[src/rtl/occ_pkg.sv]
// Shared constants for the Occ lookup arbiter: nucleotide codes, field width,
// the row -1 address and the arbiter FSM state encoding.
package occ_pkg;

  localparam logic [1:0] NT_A = 2'd0;
  localparam logic [1:0] NT_C = 2'd1;
  localparam logic [1:0] NT_G = 2'd2;
  localparam logic [1:0] NT_T = 2'd3;

  localparam int OCC_FIELD_W = 8;

  // Row -1 of the Occ table; the ROM returns an all-zero word here.
  localparam logic [7:0] OCC_ADDR_NEG1 = 8'hFF;

  typedef enum logic {
    ST_IDLE = 1'b0,
    ST_READ = 1'b1
  } occ_state_e;

endpackage

[src/rtl/occ_lookup_arbiter_if.sv]
// Lane request/response bundle plus the Occ ROM port of the lookup arbiter.
// master = lanes + ROM side, slave = arbiter.
interface occ_lookup_arbiter_if #(
  parameter int NUM_REQ = 4,
  parameter int ADDR_W  = 8,
  parameter int DATA_W  = 32,
  parameter int CNT_W   = 8
);

  logic [NUM_REQ-1:0]        req_valid;
  logic [NUM_REQ*ADDR_W-1:0] req_addr;
  logic [NUM_REQ*2-1:0]      req_nt;
  logic [NUM_REQ-1:0]        req_ready;

  logic [NUM_REQ-1:0]        rsp_valid;
  logic [CNT_W-1:0]          rsp_cnt;
  logic [DATA_W-1:0]         rsp_occ;
  logic                      rsp_err;

  logic                      rom_ce;
  logic [ADDR_W-1:0]         rom_addr;
  logic [DATA_W-1:0]         rom_data;
  logic                      rom_valid;

  modport master (
    output req_valid, req_addr, req_nt, rom_data, rom_valid,
    input  req_ready, rsp_valid, rsp_cnt, rsp_occ, rsp_err, rom_ce, rom_addr
  );

  modport slave (
    input  req_valid, req_addr, req_nt, rom_data, rom_valid,
    output req_ready, rsp_valid, rsp_cnt, rsp_occ, rsp_err, rom_ce, rom_addr
  );

endinterface

[src/rtl/rr_arbiter.sv]
// Combinational round-robin picker: grants the first requester at or after
// ptr, scanning upward and wrapping. The pointer register lives in the parent.
module rr_arbiter #(
  parameter int N     = 4,
  parameter int IDX_W = $clog2(N)
) (
  input  logic [N-1:0]     req,
  input  logic [IDX_W-1:0] ptr,
  output logic [N-1:0]     gnt,
  output logic [IDX_W-1:0] gnt_idx
);

  int   idx;
  logic found;

  always_comb begin
    // NOTE: every output of a combinational block gets a default first so no
    // path leaves it unassigned and a latch is never inferred.
    gnt     = '0;
    gnt_idx = '0;
    found   = 1'b0;
    idx     = 0;
    for (int k = 0; k < N; k++) begin
      idx = int'(ptr) + k;
      if (idx >= N) idx = idx - N;
      if (!found && req[idx]) begin
        found    = 1'b1;
        gnt[idx] = 1'b1;
        gnt_idx  = IDX_W'(idx);
      end
    end
  end

endmodule

[src/rtl/occ_lookup_arbiter.sv]
// Shares one combinational Occ ROM between NUM_REQ backward-search lanes:
// round-robin grant, one-cycle ROM read, one-cycle response pulse to the lane.
module occ_lookup_arbiter
  import occ_pkg::*;
#(
  parameter int NUM_REQ = 4,
  parameter int ADDR_W  = 8,
  parameter int DATA_W  = 32,
  parameter int CNT_W   = OCC_FIELD_W
) (
  input  logic                 clk,
  input  logic                 rst,
  occ_lookup_arbiter_if.slave  bus
);

  localparam int IDX_W = $clog2(NUM_REQ);

  occ_state_e         state;
  logic [IDX_W-1:0]   ptr;
  logic [IDX_W-1:0]   lat_g;
  logic [1:0]         lat_nt;
  logic [NUM_REQ-1:0] gnt;
  logic [IDX_W-1:0]   gnt_idx;
  logic               grant_ok;
  logic               grant;

  rr_arbiter #(
    .N     (NUM_REQ),
    .IDX_W (IDX_W)
  ) u_rr_arbiter (
    .req     (bus.req_valid),
    .ptr     (ptr),
    .gnt     (gnt),
    .gnt_idx (gnt_idx)
  );

  // Gating with rst keeps a lane from seeing a handshake the FSM will not take.
  assign grant_ok      = (state == ST_IDLE) && !rst;
  assign grant         = grant_ok && (|bus.req_valid);
  assign bus.req_ready = grant_ok ? gnt : '0;

  always_ff @(posedge clk) begin
    // NOTE: sequential state uses non-blocking assignments so every register
    // samples pre-edge values regardless of statement order.
    if (rst) begin
      state         <= ST_IDLE;
      ptr           <= '0;
      lat_g         <= '0;
      lat_nt        <= '0;
      bus.rom_ce    <= 1'b0;
      bus.rom_addr  <= '0;
      bus.rsp_valid <= '0;
      bus.rsp_cnt   <= '0;
      bus.rsp_occ   <= '0;
      bus.rsp_err   <= 1'b0;
    end else begin
      bus.rsp_valid <= '0;
      unique case (state)
        ST_IDLE: begin
          if (grant) begin
            lat_g        <= gnt_idx;
            lat_nt       <= bus.req_nt[int'(gnt_idx)*2 +: 2];
            bus.rom_ce   <= 1'b1;
            bus.rom_addr <= bus.req_addr[int'(gnt_idx)*ADDR_W +: ADDR_W];
            ptr          <= (gnt_idx == IDX_W'(NUM_REQ - 1)) ? '0 : gnt_idx + IDX_W'(1);
            state        <= ST_READ;
          end
        end
        ST_READ: begin
          // A read with rom_valid low is reported as an error with zeroed data.
          bus.rsp_err        <= ~bus.rom_valid;
          bus.rsp_occ        <= bus.rom_valid ? bus.rom_data : '0;
          bus.rsp_cnt        <= bus.rom_valid ? bus.rom_data[int'(lat_nt)*CNT_W +: CNT_W] : '0;
          bus.rsp_valid[lat_g] <= 1'b1;
          bus.rom_ce         <= 1'b0;
          bus.rom_addr       <= '0;
          state              <= ST_IDLE;
        end
        default: state <= ST_IDLE;
      endcase
    end
  end

endmodule
[src/flat_wrapper.sv]
// flat-port wrapper written by rule: the top's interface ports become plain ports
module occ_lookup_arbiter_flat import occ_pkg::*;
#(
  parameter int NUM_REQ = 4,
  parameter int ADDR_W  = 8,
  parameter int DATA_W  = 32,
  parameter int CNT_W   = OCC_FIELD_W
)
  (clk, rst, bus_req_valid, bus_req_addr, bus_req_nt, bus_rom_data, bus_rom_valid, bus_req_ready, bus_rsp_valid, bus_rsp_cnt, bus_rsp_occ, bus_rsp_err, bus_rom_ce, bus_rom_addr);
  occ_lookup_arbiter_if #(.NUM_REQ(NUM_REQ), .ADDR_W(ADDR_W), .DATA_W(DATA_W), .CNT_W(CNT_W)) bus_i ();
  input  logic clk;
  input  logic rst;
  input wire logic [$bits(bus_i.req_valid)-1:0] bus_req_valid;
  input wire logic [$bits(bus_i.req_addr)-1:0] bus_req_addr;
  input wire logic [$bits(bus_i.req_nt)-1:0] bus_req_nt;
  input wire logic [$bits(bus_i.rom_data)-1:0] bus_rom_data;
  input wire logic [$bits(bus_i.rom_valid)-1:0] bus_rom_valid;
  output wire logic [$bits(bus_i.req_ready)-1:0] bus_req_ready;
  output wire logic [$bits(bus_i.rsp_valid)-1:0] bus_rsp_valid;
  output wire logic [$bits(bus_i.rsp_cnt)-1:0] bus_rsp_cnt;
  output wire logic [$bits(bus_i.rsp_occ)-1:0] bus_rsp_occ;
  output wire logic [$bits(bus_i.rsp_err)-1:0] bus_rsp_err;
  output wire logic [$bits(bus_i.rom_ce)-1:0] bus_rom_ce;
  output wire logic [$bits(bus_i.rom_addr)-1:0] bus_rom_addr;
  assign bus_i.req_valid = bus_req_valid;
  assign bus_i.req_addr = bus_req_addr;
  assign bus_i.req_nt = bus_req_nt;
  assign bus_i.rom_data = bus_rom_data;
  assign bus_i.rom_valid = bus_rom_valid;
  assign bus_req_ready = bus_i.req_ready;
  assign bus_rsp_valid = bus_i.rsp_valid;
  assign bus_rsp_cnt = bus_i.rsp_cnt;
  assign bus_rsp_occ = bus_i.rsp_occ;
  assign bus_rsp_err = bus_i.rsp_err;
  assign bus_rom_ce = bus_i.rom_ce;
  assign bus_rom_addr = bus_i.rom_addr;
  occ_lookup_arbiter #(.NUM_REQ(NUM_REQ), .ADDR_W(ADDR_W), .DATA_W(DATA_W), .CNT_W(CNT_W)) u_core (.clk(clk), .rst(rst), .bus(bus_i));
endmodule
[config.mk]
export PLATFORM = sky130hd
export DESIGN_NAME = occ_lookup_arbiter_flat
export DESIGN_NICKNAME = d
export VERILOG_FILES = /design/src/rtl/occ_pkg.sv /design/src/rtl/occ_lookup_arbiter_if.sv /design/src/rtl/rr_arbiter.sv /design/src/rtl/occ_lookup_arbiter.sv /design/src/flat_wrapper.sv
export SDC_FILE = /design/constraint.sdc
export NUM_CORES = 1
export LEC_CHECK = 0
export CORE_ASPECT_RATIO = 0.9
export CORE_MARGIN = 1
export CORE_UTILIZATION = 44
export DETAILED_ROUTE_END_ITERATION = 10
export PLACE_DENSITY = 0.85
export SETUP_SLACK_MARGIN = 0.15
export SYNTH_ARGS = -nofsm -noshare
export SYNTH_HDL_FRONTEND = slang
export SYNTH_HIERARCHICAL = 1
export SYNTH_SLANG_ARGS = --single-unit
[constraint.sdc]
create_clock -name clk -period 5.87 [get_ports clk]
set_input_delay 0.8805 -clock clk [delete_from_list [all_inputs] [get_ports clk]]
set_output_delay 0.8805 -clock clk [all_outputs]
set_load 0.02 [all_outputs]
==> reports/summary.txt <==
initial core utilization - 46.41%
Die ar. - 6921 um^2
Reg2Reg Setup Slack - 2390 ps
Die Span Y - 79.02 um
vias in the first global route - 2,499
GRT Total Usage - 24.62%
DR pass1 iterations - 4
Clock Pin Slew Worst Setup and Hold Paths - 70 ps
Diodes inserted - 0
Unique masters post-synth - 39
first-pass GRT wire length - 12,900 um
clk_lat worst skew - 320 ps
CTS sink cnt - 61
area share of the largest cell type after synthesis - 42.11%
Total Nets Final - 467
top cells by area, synth - dfxtp_1 42%, mux4_2 16%, a22o_1 12%
Hold Buf Count CTS - 0
YS warnings - 6
Crit Path Class - reg2out
Avg Synthesized Cell Area - 11.65 um^2
worst-path maximum fanout - 17
Peak Freq - 231.7 MHz
core area - 6250 um^2
leading area contributor after synthesis - dfxtp_1
cell area power density - 334.0 nW/um^2
Final ANT Viol Nets - 0
cts repair resizes - 0
Area Overhead vs Synth - 55.57%
Final Hold Fails - 0
Setup TNS Final - 0 ps
max-slew violation count - 0
GRT Residual Overflow - 0
Synth Cell Area - 2900 um^2
CP Launch Type - flop
WL final - 8057 um
hold slack final - 471.5 ps
CTS tree - done
actual slew at the worst max-slew pin - 824.3 ps
via count - 2,526
fin cells - 471
FP Rows - 27
post-synthesis sequential area ratio - 42.11%
Crit. End Element - output port
Syn Inst Count - 249
DR DRC count - 0
Synth Register Bits - 61
DR vias/cell - 5.363
initial antenna violation count - 0
Relative slew margins - 44.84%
fillers - 456
CTS H-tree depth - 3
gp weighted congestion - 0.8102
max_cap viols - 0
ys flop type - dfxtp_1
post-route minimum period - 4317 ps
die width - 87.58 um
largest net degree at the start of global routing - 55
HPWL after detailed placement - 5962 um
PortBufs - 136
root buf cell - clkbuf_8
clock buffer count from CTS - 9
Setup-failing EPs final - 0
post-CTS setup repair buffer count - 0
first-iteration detailed-routing DRC count - 156
top cells by count, synth - 61 x dfxtp_1, 41 x a22o_1, 21 x mux4_2, 13 x nand3_1, 11 x clkbuf_1
RSZ-0062 raised after global routing - no
clk buf depth - 2
Hold Crit Class - reg2reg
I/O pin cnt - 137
Async SR Flop Fraction - 0%
Clock Skews - 4.203 ps
number of flops mapped to enable cells by yosys - 0
Critical Path AT - 3440 ps
top-count cell post-synth - dfxtp_1
Worst Path Required - 4990 ps
status - finished, final reports clean
placed cells - 455
LEAKAGE - 1.649 nW
Final Cycle Share - 73.54%
layout cells sized above 1 - 12.76%
VDD IR max - 0.2043 mV
syn_nets - 337
routed len/inst - 17.11 um
## logic make-up (layout without fill, tap and decap cells)
kind of cell             count (synthesis)  after routing  share of synthesized area [%]
flip-flops                              61             61                          42.11
AO/OA/AOI/OAI                           79             79                          21.18
AND/OR/NAND/NOR                         43             43                          9.663
buffers and inverters                   33            168                          5.263
multiplexers                            24             24                          17.90
adder cells (fa/ha/maj)                  9              9                          3.883
## flip-flops by register name, summed over array words and instances, names as in the netlist
name and count:
u_core/bus.rsp_valid 4, u_core/bus.rsp_cnt 8, u_core/bus.rsp_err 1, u_core/lat_g 2, u_core/bus.rsp_occ 32, u_core/lat_nt 2, u_core/ptr 2, u_core/bus.rom_addr 8
u_core/bus.rom_ce 1, u_core/state 1
## critical path, cell delays in order, from the launching register on
cell and delay (ps):
dfxtp_1 740, inv_1 220, ha_1 470, mux4_2 480, nor2b_4 220, a22oi_1 100, o21ai_1 140, and2_1 140
clkdlybuf4s50_1 600
## layout make-up
cell class / count / area [um^2] / share of cell area [%]
Multi-Input combinational cell: 155 / 1541 / 34.17
Timing Repair Buffer: 141 / 1399 / 31.00
Sequential cell: 61 / 1221 / 27.07
Clock buffer: 11 / 141.4 / 3.134
Tap cell: 87 / 108.9 / 2.413
Clock inverter: 5 / 58.81 / 1.303
Inverter: 11 / 41.29 / 0.9151
## layer usage
layer  up-vias  global-route usage (%)  part of all wire (%)
met2        84                   41.41                    52
met5         -                       0                     0
li1       1233                       -                     -
met1      1205                   31.57                    43
met4         0                   5.246                  0.74
met3         4                   6.757                   4.4
## power breakdown
part | internal, W | leakage, nW | switching (W)
Clock | 0.000208 | 0.0959 | 0.000156
Sequential | 0.000464 | 0.499 | 0.0000657
Combinational | 0.000341 | 1.05 | 0.000272
## path summary, 6_finish.rpt
| kind | start | endpoint | cells after the start |
|---|---|---|---|
| max reg2reg | u_core/ptr[0]$_SDFFE_PP0P_ | u_core/lat_nt[1]$_SDFFE_PP0P_ | 10 |
| min reg2reg | u_core/bus.rom_addr[1]$_SDFFE_PP0P_ | u_core/bus.rom_addr[1]$_SDFFE_PP0P_ | 2 |
| max | u_core/ptr[0]$_SDFFE_PP0P_ | bus_req_ready[3] | 8 |
| min | u_core/bus.rom_addr[1]$_SDFFE_PP0P_ | u_core/bus.rom_addr[1]$_SDFFE_PP0P_ | 2 |
## per-stage QoR
stage               util [%]   power, W  setup slack [ps]  cell area (um^2)
floorplan                  -  0.0009363              2684              2900
global placement       68.99   0.001135              1717              4312
CTS                    72.19   0.001520              1547              4512
finish                 72.19   0.001507              1553              4512
detailed placement     68.99   0.001150              1638              4312
global route           72.19   0.001592              1305              4512
## cells in the final DEF (no fill, tap or decap), types with 2 or more instances in the layout
cell type,count
buf_4,5
o21a_1,2
a22o_1,41
ha_1,9
o21ai_0,7
inv_1,10
nand3_1,13
clkbuf_8,10
o41ai_1,8
nand2b_1,4
mux2i_1,2
a22oi_1,8
nor4bb_1,2
nor2_1,4
and2_1,4
nand2_1,2
clkdlybuf4s50_1,136
a21oi_1,2
clkinvlp_4,2
or4_1,2
o21ai_1,7
mux4_2,21
dfxtp_1,61
Note: power is estimated with default switching activity, not from simulation.
